$ cat config.mk
export PLATFORM = sky130hd
export DESIGN_NAME = transmissor_jogo_uart
export DESIGN_NICKNAME = d
export VERILOG_FILES = /design/src/rtl/transmissor_jogo_uart_pkg.sv /design/src/rtl/transmissor_jogo_uart_tx_byte.sv /design/src/rtl/transmissor_jogo_uart.sv
export SDC_FILE = /design/constraint.sdc
export NUM_CORES = 1
export LEC_CHECK = 0
export BUFFER_PORTS_ARGS = -buffer_cell sky130_fd_sc_hd__buf_2
export CAP_MARGIN = 0
export CORE_MARGIN = 2
export CORE_UTILIZATION = 50
export CTS_CLUSTER_SIZE = 10
export DETAILED_ROUTE_END_ITERATION = 6
export GPL_TIMING_DRIVEN = 0
export PLACE_DENSITY = 0.8
export SETUP_SLACK_MARGIN = 0.2
export SYNTH_ARGS = -nofsm -noshare
export SYNTH_HDL_FRONTEND = slang
export SYNTH_HIERARCHICAL = 1
export SYNTH_SLANG_ARGS = --single-unit
$ cat constraint.sdc
create_clock -name clock -period 5.3 [get_ports clock]
set_input_delay 1.06 -clock clock [delete_from_list [all_inputs] [get_ports clock]]
set_output_delay 1.06 -clock clock [all_outputs]
set_load 0.005 [all_outputs]
$ cat src/rtl/transmissor_jogo_uart_pkg.sv
// Shared definitions for the game-status UART transmitter: ASCII constants,
// sequencer/serializer state codes and the hex-to-ASCII helper.
package transmissor_jogo_uart_pkg;

    localparam logic [7:0] ASCII_ZERO  = 8'h30;
    localparam logic [7:0] ASCII_A     = 8'h41;
    localparam logic [7:0] ASCII_LF    = 8'h0A;
    localparam int         TAM_PACOTE  = 6;
    localparam logic [2:0] ULTIMO_BYTE = 3'(TAM_PACOTE - 1);

    typedef enum logic [3:0] {
        INICIAL   = 4'd0,
        ESPERA    = 4'd1,
        CARREGA   = 4'd2,
        TRANSMITE = 4'd3,
        PROXIMO   = 4'd4,
        FIM       = 4'd5
    } seq_estado_t;

    typedef enum logic {
        REPOUSO = 1'b0,
        DADOS   = 1'b1
    } tx_estado_t;

    function automatic logic [7:0] hex_ascii(input logic [3:0] valor);
        logic [7:0] r;
        if (valor < 4'd10) begin
            r = ASCII_ZERO + {4'd0, valor};
        end else begin
            r = ASCII_A + {4'd0, valor - 4'd10};
        end
        return r;
    endfunction

endpackage

$ cat src/rtl/transmissor_jogo_uart_tx_byte.sv
// UART 8N1 byte serializer: start, 8 data bits LSB first, stop; BAUD_DIV
// cycles per bit, line output registered one cycle behind the shift register.
module uart_tx_byte
    import transmissor_jogo_uart_pkg::*;
#(
    parameter int BAUD_DIV = 434
) (
    input  logic       clock,
    input  logic       reset,
    input  logic       partida,
    input  logic [7:0] dado,
    output logic       serial,
    output logic       ocupado_byte,
    output logic       fim_byte
);

    localparam int CW = (BAUD_DIV > 1) ? $clog2(BAUD_DIV) : 1;

    tx_estado_t      estado_r;
    logic [9:0]      shift_r;
    logic [CW-1:0]   baud_cnt_r;
    logic [3:0]      bit_cnt_r;
    logic            serial_r;
    logic            baud_fim_s;

    // End-of-bit and end-of-byte decode; done fires in the last cycle of the stop bit
    always_comb begin
        baud_fim_s = (baud_cnt_r == CW'(BAUD_DIV - 1));
        if ((estado_r == DADOS) && baud_fim_s && (bit_cnt_r == 4'd9)) begin
            fim_byte = 1'b1;
        end else begin
            fim_byte = 1'b0;
        end
    end

    // Baud/bit counters, frame shift register and registered line driver
    always_ff @(posedge clock or posedge reset) begin
        if (reset) begin
            estado_r   <= REPOUSO;
            shift_r    <= 10'h3FF;
            baud_cnt_r <= '0;
            bit_cnt_r  <= 4'd0;
            serial_r   <= 1'b1;
        end else begin
            case (estado_r)
                REPOUSO: begin
                    serial_r <= 1'b1;
                    if (partida) begin
                        shift_r    <= {1'b1, dado, 1'b0};
                        baud_cnt_r <= '0;
                        bit_cnt_r  <= 4'd0;
                        estado_r   <= DADOS;
                    end
                end
                DADOS: begin
                    serial_r <= shift_r[0];
                    if (baud_fim_s) begin
                        baud_cnt_r <= '0;
                        shift_r    <= {1'b1, shift_r[9:1]};
                        if (bit_cnt_r == 4'd9) begin
                            bit_cnt_r <= 4'd0;
                            estado_r  <= REPOUSO;
                        end else begin
                            bit_cnt_r <= bit_cnt_r + 4'd1;
                        end
                    end else begin
                        baud_cnt_r <= baud_cnt_r + CW'(1);
                    end
                end
                default: begin
                    estado_r <= REPOUSO;
                    serial_r <= 1'b1;
                end
            endcase
        end
    end

    assign serial       = serial_r;
    assign ocupado_byte = (estado_r == DADOS);

endmodule

$ cat src/rtl/transmissor_jogo_uart.sv
// Game status transmitter: snapshots the game fields and sends them as a
// 6-byte ASCII packet over UART whenever they change, on request, and after reset.
module transmissor_jogo_uart
    import transmissor_jogo_uart_pkg::*;
#(
    parameter int BAUD_DIV = 434
) (
    input  logic       clock,
    input  logic       reset,
    input  logic [3:0] macro,
    input  logic [3:0] micro,
    input  logic [3:0] estado,
    input  logic [1:0] resultado_macro,
    input  logic [1:0] resultado_jogo,
    input  logic       enviar,
    output logic       saida_serial,
    output logic       ocupado,
    output logic       pronto,
    output logic [3:0] db_estado
);

    seq_estado_t estado_r, proximo_s;
    logic [15:0] snapshot_r;
    logic [15:0] entrada_s;
    logic        inicial_r;
    logic [2:0]  indice_r;
    logic        ocupado_r;
    logic        pronto_r;
    logic        gatilho_s;
    logic        partida_s;
    logic [7:0]  dado_s;
    logic        ocupado_byte_s;
    logic        fim_byte_s;

    assign entrada_s = {macro, micro, estado, resultado_macro, resultado_jogo};

    // Trigger, next-state and serializer start
    always_comb begin
        gatilho_s = (entrada_s != snapshot_r) || enviar || inicial_r;
        proximo_s = estado_r;
        partida_s = 1'b0;
        case (estado_r)
            INICIAL: proximo_s = ESPERA;
            ESPERA: begin
                if (gatilho_s) proximo_s = CARREGA;
                else           proximo_s = ESPERA;
            end
            CARREGA: begin
                if (!ocupado_byte_s) begin
                    partida_s = 1'b1;
                    proximo_s = TRANSMITE;
                end else begin
                    proximo_s = CARREGA;
                end
            end
            TRANSMITE: begin
                if (fim_byte_s) proximo_s = PROXIMO;
                else            proximo_s = TRANSMITE;
            end
            PROXIMO: begin
                if (indice_r == ULTIMO_BYTE) proximo_s = FIM;
                else                         proximo_s = CARREGA;
            end
            FIM:     proximo_s = ESPERA;
            default: proximo_s = INICIAL;
        endcase
    end

    // Byte mux: every field byte comes from the latched snapshot, never the live inputs
    always_comb begin
        dado_s = ASCII_LF;
        case (indice_r)
            3'd0:    dado_s = hex_ascii(snapshot_r[15:12]);
            3'd1:    dado_s = hex_ascii(snapshot_r[11:8]);
            3'd2:    dado_s = hex_ascii(snapshot_r[7:4]);
            3'd3:    dado_s = ASCII_ZERO + {6'd0, snapshot_r[3:2]};
            3'd4:    dado_s = ASCII_ZERO + {6'd0, snapshot_r[1:0]};
            default: dado_s = ASCII_LF;
        endcase
    end

    // Sequencer state, snapshot, byte index and registered status outputs
    always_ff @(posedge clock or posedge reset) begin
        if (reset) begin
            estado_r   <= INICIAL;
            snapshot_r <= 16'd0;
            inicial_r  <= 1'b1;
            indice_r   <= 3'd0;
            ocupado_r  <= 1'b0;
            pronto_r   <= 1'b0;
        end else begin
            estado_r  <= proximo_s;
            pronto_r  <= (proximo_s == FIM);
            // busy spans first start bit to the edge entering FIM
            ocupado_r <= (estado_r != ESPERA) &&
                         (proximo_s inside {CARREGA, TRANSMITE, PROXIMO});
            if ((estado_r == ESPERA) && gatilho_s) begin
                snapshot_r <= entrada_s;
                inicial_r  <= 1'b0;
                indice_r   <= 3'd0;
            end else if ((estado_r == PROXIMO) && (indice_r != ULTIMO_BYTE)) begin
                indice_r <= indice_r + 3'd1;
            end
        end
    end

    uart_tx_byte #(
        .BAUD_DIV (BAUD_DIV)
    ) u_tx_byte (
        .clock        (clock),
        .reset        (reset),
        .partida      (partida_s),
        .dado         (dado_s),
        .serial       (saida_serial),
        .ocupado_byte (ocupado_byte_s),
        .fim_byte     (fim_byte_s)
    );

    assign ocupado   = ocupado_r;
    assign pronto    = pronto_r;
    assign db_estado = 4'(estado_r);

endmodule

Yosys cells after proc, flatten, opt, wreduce, memory -nomap -nowiden:

Index checks and enable logic that the tools add are counted.
W data, S select, Z words.

* reductions and logical operators: 13
* bitwise logic cells: 1
* $mul: 0
* div/mod/pow operators: 0
* $add $sub $neg: 14
* shift operators: 0
* $lt $le $gt $ge: 3
* equality and inequality tests: 21
* muxes and demuxes: 29

Operators by type and width (number)
* $pmux W8 S5: 1
* $add A7 B4 Y8 const A: 3
* $mux W8: 3
* $add A6 B4 Y7 const A: 3
* $mux W10: 2
* $pmux W10 S2: 1
* $mux W9: 2
* $pmux W9 S2: 1
* $eq A4 B2 Y1 const B: 4
* $eq A4 B3 Y1 const B: 4
* $ne A16 B16 Y1: 1
* $pmux W3 S5: 1
* $add A6 B2 Y7 const A: 2
* $lt A4 B4 Y1 const B: 3
* $mux W3: 4
* $mux W4: 3
* $sub A4 B4 Y4 const B: 3
* $add A9 B1 Y9 const B: 1
* $eq A9 B9 Y1 const B: 1
* $pmux W4 S2: 1
* $mux W1: 7
* $eq A3 B2 Y1 const B: 2
* $eq A3 B3 Y1 const B: 2
* $logic_and A1 B1 Y1: 5
* 18 further kinds: 21

* memories kept: 0
* latch bits: 0
* bits in read-only memories: 0
* memory bits (writable): 0
* bits in registers: 51

Depth between registers and ports, before layout:

* depth after elaboration: 9
* mapped depth: 10
* depth with buffers taken out: 9

Modules after synthesis:

The synthesis kept the hierarchy.

Modules (own cells, without submodules)
* transmissor_jogo_uart: instances 1, area an instance 1860.5 µm², cells an instance 194, seq. area each 626.9 µm²
* uart_tx_byte: instances 1, area an instance 1350.0 µm², cells an instance 126, seq. area each 613.1 µm²

Worst setup path before layout:

Ideal clock, no wire load.

* kind: input -> register
* from: input port resultado_macro[0]
* to: register snapshot_r[0]
* arrival: 2.505 ns
* path buffers: 1
* library setup time: 0.125 ns
* path slack: 2.670 ns
* cell stages on the path: 6
* cells stage by stage: xnor2_1 nand4_1 or4_4 o21ai_4 buf_6 mux2_4

* longest elaborated chain between the ends: 4

RTL lines
* from (decl): line transmissor_jogo_uart.sv:13 `input logic [1:0] resultado_macro,`
* $ne A16 B16 Y1: line transmissor_jogo_uart.sv:39 `gatilho_s = (entrada_s != snapshot_r) || enviar || inicial_r;`
* $logic_or A1 B1 Y1 (2 in a row): line transmissor_jogo_uart.sv:39
* $logic_and A1 B1 Y1: line transmissor_jogo_uart.sv:97 `if ((estado_r == ESPERA) && gatilho_s) begin`
* to (signal assigned): line transmissor_jogo_uart.sv:98 `snapshot_r <= entrada_s;`
* to (decl): line transmissor_jogo_uart.sv:23 `logic [15:0] snapshot_r;`

No other way between the ends.
A chain may end at the register's enable or synchronous reset.

Final worst setup path:

* from: input port macro[1]
* to: register snapshot_r[5]

* longest elaborated chain between the ends: 4

RTL lines
* from (decl): line transmissor_jogo_uart.sv:10 `input logic [3:0] macro,`
* $ne A16 B16 Y1: line transmissor_jogo_uart.sv:39
* $logic_or A1 B1 Y1 (2 in a row): line transmissor_jogo_uart.sv:39
* $logic_and A1 B1 Y1: line transmissor_jogo_uart.sv:97

No other way between the ends.

==> insert_results.sql <==
INSERT INTO impl_metrics (metric_group, metric, value, unit) VALUES
('timing', 'min_period_over_period', '50.4', '%'),
('clocking', 'cts_inserted_buffers', '5', ''),
('yosys', 'synth_cells', '320', ''),
('yosys', 'synth_common_cells', 'sky130_fd_sc_hd__dfrtp_1, sky130_fd_sc_hd__o21ai_0, sky130_fd_sc_hd__xor2_1', ''),
('hold_path', 'hold_start', 'u_tx_byte/shift_r[1]', ''),
('final_layout', 'num-nets-final', '389', ''),
('yosys', 'synthFlopType', 'sky130_fd_sc_hd__dfrtp_1', ''),
('yosys', 'synth.top_cell.area_share', '29.6', '%'),
('power_and_ir_drop', 'vdd_ir_drop_max', '0.141', 'mV'),
('worst_setup_path', 'setup.worst_path.end_class', 'flip-flop', ''),
('worst_setup_path', 'critPathArrivalTime', '2.87', 'ns'),
('timing', 'tightest_slew', '0.957', 'ns'),
('global_route', 'grt_first_pass_wirelength', '11200', 'microns'),
('timing', 'setup_viol_count_final', '0', ''),
('placement', 'port_buffers', '24', ''),
('clocking', 'cts.reportedPaths.clkPinSlew', '0.09', 'ns'),
('yosys', 'yosys-top-cells-area', 'sky130_fd_sc_hd__dfrtp_1, sky130_fd_sc_hd__dfstp_2, sky130_fd_sc_hd__ha_1', ''),
('placement', 'place_inst', '422', ''),
('detailed_routing', 'antenna_nets_post_route', '0', ''),
('clocking', 'numClockSinks', '49', ''),
('run_status', 'outcome', 'completed', ''),
('timing', 'max_freq', '374', 'MHz'),
('die', 'height_of_the_die', '84.1', 'microns'),
('die', 'placementRows', '29', ''),
('yosys', 'synth_cell_types', '64', ''),
('clocking', 'root_buffer', 'sky130_fd_sc_hd__clkbuf_8', ''),
('final_layout', 'antennaDiodeCount', '0', ''),
('global_route', 'antenna_found_initial', '0', ''),
('final_layout', 'syn_to_final_growth', '9.55', '%'),
('die', 'die-width', '84.1', 'microns'),
('worst_setup_path', 'regToRegSetupSlack', '2.95', 'ns'),
('clocking', 'cts-root-to-sink-buffers', '2', ''),
('timing', 'layout_min_cycle_time', '2.67', 'ns'),
('timing', 'setup_repair_after_global_routing_missed_its_margin', 'false', ''),
('timing', 'slew_viol_final', '0', ''),
('yosys', 'post-synth-top-area-cell', 'sky130_fd_sc_hd__dfrtp_1', ''),
('worst_setup_path', 'regToRegEndpoint', 'u_tx_byte/shift_r[5]', ''),
('final_layout', 'utilization', '56.0', '%'),
('detailed_routing', 'detail_route.iter0.violations', '134', ''),
('worst_setup_path', 'critical_path_required', '5.50', 'ns'),
('final_layout', 'post_route_cells_drive_above_1_share', '23.8', '%'),
('timing', 'setup-tns-final', '0', 'ns'),
('detailed_routing', 'first_pass_iters', '4', ''),
('detailed_routing', 'avgViaCountPerCell', '5.75', ''),
('yosys', 'synthMostInstantiatedCell', 'sky130_fd_sc_hd__dfrtp_1', ''),
('clocking', 'clk_latency', '0.31', 'ns'),
('worst_setup_path', 'path_max_fanout', '10', ''),
('die', 'initial_cell_density_of_the_core', '51.1', '%'),
('placement', 'dp_hpwl', '4840', 'microns'),
('yosys', 'yosysWarningCount', '6', ''),
('timing', 'finalWorstSetupSlack', '2.63', 'ns'),
('yosys', 'synth_edf_count', '0', ''),
('placement', 'dp_slack', '2.28', 'ns'),
('global_route', 'groute.usage.overall', '19.4', '%'),
('clocking', 'clock_tree_from_tritoncts', 'done', ''),
('yosys', 'syn_area_per_cell', '10.0', 'sq um'),
('hold_path', 'min_path_type', 'reg2reg', ''),
('power_and_ir_drop', 'power.density_cell_area', '176', 'mW/mm^2'),
('worst_setup_path', 'timing.setup.critical_path_class', 'in2reg', ''),
('yosys', 'fraction_of_synthesis_flops_using_an_asynchronous_set_or_reset_pin', '100', '%'),
('die', 'io_pins', '26', ''),
('clocking', 'htree_num_levels', '2', ''),
('yosys', 'synth-seq-area-share', '38.6', '%'),
('power_and_ir_drop', 'cellLeakagePower', '1.53', 'nW'),
('clocking', 'post-cts-setup-buffers', '0', ''),
('global_route', 'grt_overflow_total', '0', ''),
('timing', 'slew_headroom', '36.2', '%'),
('die', 'core', '0.00628', 'sq mm'),
('detailed_routing', 'detail_route.drc_violations', '0', ''),
('flow_run', 'cap_viol_max_count', '0', ''),
('yosys', 'post_synth_instance_area', '0.00321', 'sq mm');
==> sequential cells by signal (all words and copies together), names as in the netlist <==
name and flops:
ocupado 1, snapshot_r 16, u_tx_byte/shift_r 9, inicial_r 1, u_tx_byte/bit_cnt_r 4, db_estado 3
u_tx_byte/baud_cnt_r 9, pronto 1, indice_r 3, u_tx_byte/ocupado_byte 1, u_tx_byte/serial 1
==> power by group <==
group	internal, mW	total (mW)	leakage [nW]	switching, mW
Combinational	0.00929	0.0244	0.892	0.0151
Clock	0.0913	0.219	0.0439	0.128
Sequential	0.375	0.375	0.599	0.000233
Total	0.475	0.618	1.53	0.143
==> final cells by class <==
class,instances,area (sq um)
clock buffers,5,68.8
repair buffers,24,120
multi-input cells,238,1800
clock inverters,3,17.5
inverters,20,75.1
fillers,572,2760
plain buffers,14,95.1
flip-flops and latches,49,1240
well taps,77,96.3
==> layout by cell type (no fill, tap or decap), drive strengths merged, types with 5 or more instances in the layout <==
cell	Yosys	final
o21ai	32	32
inv	20	20
mux2	14	14
ha	18	18
nand4	5	5
nand2	24	24
clkbuf	3	8
nor3	5	5
nor2	10	10
nor2b	7	7
nand3	11	11
dfstp	11	11
o221a	7	7
nand2b	13	13
a21oi	8	8
dfrtp	38	38
xnor2	5	5
xor2	25	25
buf	11	35
==> worst min-delay path by stage <==
| stage | end | depth (start not counted) |
|---|---|---|
| 2_1_floorplan | u_tx_byte/shift_r[0] | 2 |
| 3_3_place_gp | u_tx_byte/shift_r[0] | 2 |
| 3_5_place_dp | u_tx_byte/shift_r[0] | 2 |
| 4_1_cts | u_tx_byte/shift_r[0] | 2 |
| 5_1_grt | u_tx_byte/shift_r[0] | 2 |
| 6_report | u_tx_byte/shift_r[0] | 2 |
==> metal layers <==
metal  routed length, microns  global-route usage (%)  up-vias
li1                         -                       -     1221
met1                     2800                    24.5     1204
met2                     3300                    34.3       41
met3                      191                    3.44        6
met4                       65                    4.84        0
met5                        0                       0        -
==> worst max-delay path, cell delays in order <==
cell and delay (ns):
sky130_fd_sc_hd__buf_2 0.11, sky130_fd_sc_hd__xnor2_1 0.21, sky130_fd_sc_hd__nand4_1 0.15, sky130_fd_sc_hd__or4_4 0.53, sky130_fd_sc_hd__o21ai_4 0.30, sky130_fd_sc_hd__buf_6 0.21, sky130_fd_sc_hd__mux2_4 0.30
==> cell families (layout without fill, tap and decap cells) <==
group           count (synthesis)  in the layout  synth area share, %
simple gates                   99             99                 18.0
compound gates                 74             74                 16.6
flops                          49             49                 38.6
buf+inv                        34             66                 5.30
xor+xnor                       30             30                 8.42
fa+ha+maj                      18             18                 7.01
mux                            15             15                 5.92
other cells                     1              2                0.117
==> stage by stage <==
stage	hold slack (ns)	cell area (sq um)	power (mW)
final	0.468	3520	0.618
after global routing	0.484	3520	0.642
after CTS	0.473	3520	0.629
after detailed placement	0.456	3430	0.407
after global placement	0.455	3430	0.406
after floorplan	0.444	3210	0.394
Power figures use the tool's default switching activity.
